### config.mk
export PLATFORM = sky130hd
export DESIGN_NAME = switch_power_tester_output_flat
export DESIGN_NICKNAME = d
export VERILOG_FILES = /design/src/rtl/switch_power_tester_output_pkg.sv /design/src/rtl/switch_power_tester_output_if.sv /design/src/rtl/switch_power_rx_fifo_4.sv /design/src/rtl/switch_power_tester_output.sv /design/src/flat_wrapper.sv
export SDC_FILE = /design/constraint.sdc
export NUM_CORES = 1
export LEC_CHECK = 0
export CORE_ASPECT_RATIO = 1.4
export CORE_MARGIN = 8
export CORE_UTILIZATION = 40
export DETAILED_ROUTE_END_ITERATION = 8
export MAX_ROUTING_LAYER = met4
export PLACE_DENSITY = 0.72
export SYNTH_ARGS = -nofsm -noshare
export SYNTH_HDL_FRONTEND = slang
export SYNTH_SLANG_ARGS = --single-unit
### constraint.sdc
create_clock -name clk -period 4.34 [get_ports clk]
set_clock_uncertainty 0.15 [all_clocks]
set_input_delay 0.868 -clock clk [delete_from_list [all_inputs] [get_ports clk]]
set_output_delay 0.868 -clock clk [all_outputs]
set_load 0.02 [all_outputs]
### src/rtl/switch_power_tester_output_pkg.sv
// Shared flit type codes, checker/rx state encodings and flow-control mode
// selection for the switch power test-bench output sink.
package switch_power_tester_output_pkg;

    localparam logic [2:0] FLIT_HEADER  = 3'b011;
    localparam logic [2:0] FLIT_PAYLOAD = 3'b010;
    localparam logic [2:0] FLIT_TAIL    = 3'b000;

    localparam int FIFO_DEPTH = 4;

    typedef enum logic {RX_WAIT_HEADER, RX_IN_PACKET} chk_state_e;
    typedef enum logic {RX_ACCEPT, RX_DISCARD} rx_state_e;
    typedef enum logic {FC_STALLGO, FC_ACKNACK} fc_mode_e;

`ifdef ACKNACK
    localparam fc_mode_e FC_DEFAULT = FC_ACKNACK;
`else
    localparam fc_mode_e FC_DEFAULT = FC_STALLGO;
`endif

endpackage

### src/rtl/switch_power_tester_output_if.sv
// Forward flit channel plus the three backward flow-control wires of one
// switch output port.
interface switch_power_tester_output_if #(
    parameter int FLITWIDTH = 32
) ();
    logic [FLITWIDTH-1:0] FLIT_in;
    logic                 VALID_in;
    logic                 FWDAUX1_in;
    logic                 BWDAUX1_out;
    logic                 BWDAUX2_out;
    logic                 BWDAUX3_out;

    modport master (
        output FLIT_in, VALID_in, FWDAUX1_in,
        input  BWDAUX1_out, BWDAUX2_out, BWDAUX3_out
    );

    modport slave (
        input  FLIT_in, VALID_in, FWDAUX1_in,
        output BWDAUX1_out, BWDAUX2_out, BWDAUX3_out
    );
endinterface

### src/rtl/switch_power_rx_fifo_4.sv
// Four-entry flit FIFO; the caller owns all flow-control decisions, this block
// only guards against overflow/underflow.
module switch_power_rx_fifo_4 #(
    parameter int WIDTH = 32
) (
    input  logic             clk,
    input  logic             rst,
    input  logic             push_i,
    input  logic             pop_i,
    input  logic [WIDTH-1:0] data_i,
    output logic [WIDTH-1:0] data_o,
    output logic [2:0]       occupancy_o
);
    logic [WIDTH-1:0] mem [4];
    logic [1:0]       wr_ptr_q, rd_ptr_q;
    logic [2:0]       occ_q, occ_d;
    logic             do_push, do_pop;

    assign do_push = push_i && (occ_q != 3'd4);
    assign do_pop  = pop_i && (occ_q != 3'd0);

    always_comb begin
        occ_d = occ_q;
        if (do_push && !do_pop) begin
            occ_d = occ_q + 3'd1;
        end else if (do_pop && !do_push) begin
            occ_d = occ_q - 3'd1;
        end
    end

    // 2-bit pointers wrap 3 -> 0 naturally
    always_ff @(posedge clk or negedge rst) begin
        if (!rst) begin
            wr_ptr_q <= 2'd0;
            rd_ptr_q <= 2'd0;
            occ_q    <= 3'd0;
        end else begin
            if (do_push) wr_ptr_q <= wr_ptr_q + 2'd1;
            if (do_pop)  rd_ptr_q <= rd_ptr_q + 2'd1;
            occ_q <= occ_d;
        end
    end

    always_ff @(posedge clk) begin
        if (do_push) mem[wr_ptr_q] <= data_i;
    end

    assign data_o      = mem[rd_ptr_q];
    assign occupancy_o = occ_q;
endmodule

### src/rtl/switch_power_tester_output.sv
// Output-port traffic sink: buffers flits, drives STALL/GO or ACK/NACK back
// toward the switch, drains at a fixed rate and checks packet framing.
module switch_power_tester_output
    import switch_power_tester_output_pkg::*;
#(
    parameter int       FLITWIDTH        = 32,
    parameter int       LOGNUMBEROUTPUTS = 2,
    parameter int       DRAINPERIOD      = 1,
    parameter int       COUNTWIDTH       = 16,
    parameter fc_mode_e FC_MODE          = FC_DEFAULT
) (
    input  logic                        clk,
    input  logic                        rst,
    input  logic [LOGNUMBEROUTPUTS-1:0] ID,
    switch_power_tester_output_if.slave port_if,
    output logic [COUNTWIDTH-1:0]       flit_count,
    output logic [COUNTWIDTH-1:0]       packet_count,
    output logic                        protocol_error,
    output logic                        dest_error
);
    localparam int            DW         = (DRAINPERIOD > 1) ? $clog2(DRAINPERIOD) : 1;
    localparam logic [DW-1:0] DRAIN_LAST = DW'(DRAINPERIOD - 1);

    logic                  push, pop, full;
    logic [2:0]            occupancy;
    logic [FLITWIDTH-1:0]  fifo_out;
    logic [2:0]            pop_type;
    logic                  unused_flit_bits;
    logic [DW-1:0]         drain_q, drain_d;
    rx_state_e             rx_state_q, rx_state_d;
    logic                  rsp_valid_q, rsp_valid_d, rsp_ack_q, rsp_ack_d;
    chk_state_e            chk_state_q, chk_state_d;
    logic [COUNTWIDTH-1:0] flit_count_q, flit_count_d, packet_count_q, packet_count_d;
    logic                  protocol_error_q, protocol_error_d, dest_error_q, dest_error_d;

    switch_power_rx_fifo_4 #(.WIDTH(FLITWIDTH)) u_fifo (
        .clk         (clk),
        .rst         (rst),
        .push_i      (push),
        .pop_i       (pop),
        .data_i      (port_if.FLIT_in),
        .data_o      (fifo_out),
        .occupancy_o (occupancy)
    );

    assign full             = (occupancy == 3'(FIFO_DEPTH));
    assign pop_type         = fifo_out[2:0];
    assign unused_flit_bits = ^fifo_out[FLITWIDTH-1:LOGNUMBEROUTPUTS+3];

    // A drain slot that finds the FIFO empty is simply lost, never deferred
    assign drain_d = (drain_q == DRAIN_LAST) ? '0 : drain_q + DW'(1);
    assign pop     = (drain_q == '0) && (occupancy != 3'd0);

    always_comb begin
        rx_state_d  = rx_state_q;
        push        = 1'b0;
        rsp_valid_d = 1'b0;
        rsp_ack_d   = 1'b0;
        if (FC_MODE == FC_STALLGO) begin
            push = port_if.VALID_in && !full;
        end else if (port_if.VALID_in && (rx_state_q == RX_ACCEPT || port_if.FWDAUX1_in)) begin
            // Fullness is judged before any same-cycle pop
            rsp_valid_d = 1'b1;
            if (!full) begin
                push       = 1'b1;
                rsp_ack_d  = 1'b1;
                rx_state_d = RX_ACCEPT;
            end else begin
                rx_state_d = RX_DISCARD;
            end
        end
    end

    always_comb begin
        chk_state_d      = chk_state_q;
        flit_count_d     = flit_count_q;
        packet_count_d   = packet_count_q;
        protocol_error_d = protocol_error_q;
        dest_error_d     = dest_error_q;
        if (pop) begin
            flit_count_d = flit_count_q + COUNTWIDTH'(1);
            if (pop_type == FLIT_HEADER) begin
                // A misplaced header is flagged but still opens a new packet
                chk_state_d = RX_IN_PACKET;
                if (chk_state_q == RX_IN_PACKET) protocol_error_d = 1'b1;
                if (fifo_out[LOGNUMBEROUTPUTS+2:3] != ID) dest_error_d = 1'b1;
            end else if (chk_state_q == RX_IN_PACKET && pop_type == FLIT_TAIL) begin
                chk_state_d    = RX_WAIT_HEADER;
                packet_count_d = packet_count_q + COUNTWIDTH'(1);
            end else if (!(chk_state_q == RX_IN_PACKET && pop_type == FLIT_PAYLOAD)) begin
                protocol_error_d = 1'b1;
            end
        end
    end

    always_ff @(posedge clk or negedge rst) begin
        if (!rst) begin
            drain_q          <= '0;
            rx_state_q       <= RX_ACCEPT;
            rsp_valid_q      <= 1'b0;
            rsp_ack_q        <= 1'b0;
            chk_state_q      <= RX_WAIT_HEADER;
            flit_count_q     <= '0;
            packet_count_q   <= '0;
            protocol_error_q <= 1'b0;
            dest_error_q     <= 1'b0;
        end else begin
            drain_q          <= drain_d;
            rx_state_q       <= rx_state_d;
            rsp_valid_q      <= rsp_valid_d;
            rsp_ack_q        <= rsp_ack_d;
            chk_state_q      <= chk_state_d;
            flit_count_q     <= flit_count_d;
            packet_count_q   <= packet_count_d;
            protocol_error_q <= protocol_error_d;
            dest_error_q     <= dest_error_d;
        end
    end

    assign port_if.BWDAUX1_out = (FC_MODE == FC_STALLGO) ? full : rsp_ack_q;
    assign port_if.BWDAUX2_out = (FC_MODE == FC_STALLGO) ? 1'b0 : rsp_valid_q;
    assign port_if.BWDAUX3_out = 1'b0;

    assign flit_count     = flit_count_q;
    assign packet_count   = packet_count_q;
    assign protocol_error = protocol_error_q;
    assign dest_error     = dest_error_q;
endmodule

### src/flat_wrapper.sv
// flat-port wrapper written by rule: the top's interface ports become plain ports
module switch_power_tester_output_flat import switch_power_tester_output_pkg::*;
#(
    parameter int       FLITWIDTH        = 32,
    parameter int       LOGNUMBEROUTPUTS = 2,
    parameter int       DRAINPERIOD      = 1,
    parameter int       COUNTWIDTH       = 16,
    parameter fc_mode_e FC_MODE          = FC_DEFAULT
)
  (clk, rst, ID, flit_count, packet_count, protocol_error, dest_error, port_if_FLIT_in, port_if_VALID_in, port_if_FWDAUX1_in, port_if_BWDAUX1_out, port_if_BWDAUX2_out, port_if_BWDAUX3_out);
  switch_power_tester_output_if #(.FLITWIDTH(FLITWIDTH)) port_if_i ();
  input  logic clk;
  input  logic rst;
  input  logic [LOGNUMBEROUTPUTS-1:0] ID;
  output logic [COUNTWIDTH-1:0] flit_count;
  output logic [COUNTWIDTH-1:0] packet_count;
  output logic protocol_error;
  output logic dest_error;
  input wire logic [$bits(port_if_i.FLIT_in)-1:0] port_if_FLIT_in;
  input wire logic [$bits(port_if_i.VALID_in)-1:0] port_if_VALID_in;
  input wire logic [$bits(port_if_i.FWDAUX1_in)-1:0] port_if_FWDAUX1_in;
  output wire logic [$bits(port_if_i.BWDAUX1_out)-1:0] port_if_BWDAUX1_out;
  output wire logic [$bits(port_if_i.BWDAUX2_out)-1:0] port_if_BWDAUX2_out;
  output wire logic [$bits(port_if_i.BWDAUX3_out)-1:0] port_if_BWDAUX3_out;
  assign port_if_i.FLIT_in = port_if_FLIT_in;
  assign port_if_i.VALID_in = port_if_VALID_in;
  assign port_if_i.FWDAUX1_in = port_if_FWDAUX1_in;
  assign port_if_BWDAUX1_out = port_if_i.BWDAUX1_out;
  assign port_if_BWDAUX2_out = port_if_i.BWDAUX2_out;
  assign port_if_BWDAUX3_out = port_if_i.BWDAUX3_out;
  switch_power_tester_output #(.FLITWIDTH(FLITWIDTH), .LOGNUMBEROUTPUTS(LOGNUMBEROUTPUTS), .DRAINPERIOD(DRAINPERIOD), .COUNTWIDTH(COUNTWIDTH), .FC_MODE(FC_MODE)) u_core (.clk(clk), .rst(rst), .ID(ID), .port_if(port_if_i), .flit_count(flit_count), .packet_count(packet_count), .protocol_error(protocol_error), .dest_error(dest_error));
endmodule
==> metrics.md <==
| Metric | Value |
|---|---|
| Initial antenna violation count | 0 |
| Final WL | 4920 µm |
| Crit-path max FO | 5 |
| Die Area | 0.00980 mm² |
| Vias per Instance | 4.90 |
| Max-slew violation count | 0 |
| Synthesis-to-finish area growth | 26.1% |
| Seq cells post-synth | 62 |
| Sequential element share of the synthesized area | 60.2% |
| Hold Crit Depth | 1 |
| Initial DRC count | 96 |
| Hold Vio Cnt, Final | 0 |
| Worst R2R Path Depth | 8 |
| Slew headroom | 40.2% |
| H-Tree Depth | 3 |
| Total gr overflow | 0 |
| PortBufs | 44 |
| # nets final | 299 |
| Die H | 114 µm |
| Status | completed |
| Tmin final | 2.81 ns |
| Avg WL per Cell | 14.1 µm |
| Post-route antenna net violation count | 0 |
| Post-CTS setup buffer count | 0 |
| Tot Pwr | 0.00208 W |
| Layout cells sized above 1 | 11.2% |
| Final setup viols | 0 |
| Max_cap viols | 0 |
| Hold Path Class | reg -> reg |
| Ys async rst share | 67.7% |
| Post-Syn Instances | 203 |
| Synthesized area | 0.00274 mm² |
| Reg clk slew, reported paths | 0.07 ns |
| Hold endpoint | u_core.packet_count[15]$_DFFE_PN0P_ |
| HPWL after DPL | 3480 µm |
| Yosys cell types | 35 |
| Critical path required time | 3.32 ns |
| Synth Area per Inst | 13.5 µm² |
| Final hold slack | 0.324 ns |
| Vias post-DR | 1715 |
| Final period util | 64.9% |
| Max Clk Rate | 0.355 GHz |
| Setup_tns | 0 ns |
| Global-route wire length before repair | 8450 µm |
| Post-synth EDFFs | 20 |
| Crit path capture type | output pin |
| Clock tree sinks | 62 |
| Largest net degree at the start of global routing | 43 |
| Num CTS Buffers | 9 |
| RSZ-0062 raised after global routing | false |
| Leakage | 1.34 nW |
| Setup WS post-layout | 1.53 ns |
| Crit Path Category | reg -> out |
| Top-Level Pins | 75 |
| Power per cell area | 600 mW/mm² |
| Reg2reg end | u_core.u_fifo.occupancy_o[2]$_DFFE_PN0P_ |
| GRT Resource Usage Total | 11.3% |
| Dpl ws | 1.29 ns |
| Initial Util | 41.5% |
| Hold_buf cts | 0 |
| Root Buffer | clkbuf_8 |
| First-pass DRT Iterations | 4 |
| Rows | 35 |
| CTS tree | built |
| Reg-to-reg slack, setup | 1.91 ns |
| Reg2reg start | u_core.u_fifo.occupancy_o[1]$_DFFE_PN0P_ |
| Die span in x | 86.0 µm |
| Prevailing post-synth register cell | dfrtp_1 |
| Clock buffer depth | 2 |
| Ys Warns | 0 |
| Critical path launch point type | flop |
| # resized after CTS | 0 |
| Hold path startpoint | u_core.packet_count[15]$_DFFE_PN0P_ |
| # DRC | 0 |
| Vias in the first global route | 1826 |
| CP arrival | 1.80 ns |
| RD Place Congestion | 0.732 |
| Core ar. | 0.00661 mm² |
| # diodes | 0 |
| Peak supply drop | 0.000228 V |
| Least-Margin Pin Slew | 0.897 ns |
| Skew-Pair Late Insertion Delay | 0.33 ns |
## cells in the mapped netlist (4+ instances only)
library cell,count,area (µm²)
and2_1,4,25.0
and4_1,4,35.0
dfrtp_1,42,1050
edfxtp_1,20,601
ha_1,7,87.6
inv_1,6,22.5
mux4_2,5,113
nand2_1,16,60.1
nand3_1,10,50.1
nand4_1,11,68.8
nor2_1,8,30.0
xnor2_1,31,272
xor2_1,7,61.3
## metrics by stage
step / util [%] / cells / cell area [µm²]
5_1_grt: 52.3 / 350 / 3460
4_1_cts: 52.3 / 350 / 3460
3_3_place_gp: 49.3 / 334 / 3260
3_5_place_dp: 49.3 / 334 / 3260
2_1_floorplan: - / 204 / 2750
6_report: 52.3 / 350 / 3460
## registers in the layout (all words and copies together), names as in the netlist
| name | count |
|---|---|
| u_core.u_fifo.mem | 20 |
| u_core.flit_count | 16 |
| u_core.packet_count | 16 |
| u_core.u_fifo.occupancy_o | 3 |
| u_core.u_fifo.rd_ptr_q | 2 |
| u_core.u_fifo.wr_ptr_q | 2 |
| u_core.chk_state_q | 1 |
| u_core.dest_error | 1 |
| u_core.protocol_error | 1 |
## cell usage in the layout, fill, tap and decap left out, types with 2 or more instances in the layout
cell,instances
xnor2_1,31
nand2_1,16
clkbuf_8,9
nor2_1,8
nor4_4,2
and3_1,3
xor2_1,7
inv_1,6
and4_1,4
conb_1,2
mux2_2,2
mux4_2,5
ha_1,7
clkinvlp_4,3
nand3_1,10
dfrtp_1,42
nor3b_1,2
edfxtp_1,20
clkinv_4,2
and2_1,4
o21ai_0,2
o31ai_1,2
nand4_1,11
clkdlybuf4s50_1,43
## logic make-up (layout without fill, tap and decap cells)
logic type | after synthesis | count (layout) | synth area share (%)
compound gates | 6 | 6 | 1.41
xor+xnor | 38 | 38 | 12.1
fa+ha+maj | 8 | 8 | 3.92
buf+inv | 13 | 67 | 2.33
flops | 62 | 62 | 60.2
mux | 8 | 8 | 5.29
other cells | 1 | 2 | 0.137
simple gates | 67 | 67 | 14.6
## power by group
group	internal, W	switching (W)	total, W
Combinational	0.000330	0.000353	0.000684
Sequential	0.000745	0.000148	0.000893
Clock	0.000266	0.000233	0.000499
Total	0.00134	0.000734	0.00208
## per-layer routing
metal  GRT usage (%)  routed length (µm)  vias to the layer above
met5               -                   0                        -
met4            6.69                  80                        0
met3            3.24                 242                        4
met2            18.4                2620                       38
met1            11.9                1970                      859
li1                -                   -                      814
## area by class of cell
| class | count | area, µm² |
|---|---|---|
| clock buffer | 9 | 124 |
| multi-input combinational | 129 | 1030 |
| timing repair buffer | 44 | 435 |
| fill | 607 | 3150 |
| sequential | 62 | 1650 |
| tap | 92 | 115 |
| clock inverter | 7 | 75.1 |
| inverter | 7 | 26.3 |
## worst max-delay path: stages, from the launching register on
cell,delay [ns]
dfrtp_1,0.45
nor3b_1,0.34
clkdlybuf4s50_1,0.68
## how the worst max path moves through the flow
| stage | from | slack, ns | endpoint | cells past startpoint |
|---|---|---|---|---|
| global route | u_core.u_fifo.occupancy_o[0]$_DFFE_PN0P_ | 1.41 | port_if_BWDAUX1_out | 2 |
| detailed placement | port_if_VALID_in | 1.29 | u_core.u_fifo.occupancy_o[2]$_DFFE_PN0P_ | 8 |
| CTS | u_core.u_fifo.occupancy_o[0]$_DFFE_PN0P_ | 1.46 | port_if_BWDAUX1_out | 2 |
| floorplan | u_core.u_fifo.occupancy_o[0]$_DFFE_PN0P_ | 1.84 | u_core.u_fifo.occupancy_o[1]$_DFFE_PN0P_ | 7 |
| global placement | port_if_VALID_in | 1.31 | u_core.u_fifo.occupancy_o[2]$_DFFE_PN0P_ | 8 |
| finish | u_core.u_fifo.occupancy_o[0]$_DFFE_PN0P_ | 1.53 | port_if_BWDAUX1_out | 2 |
Power figures use the tool's default switching activity.
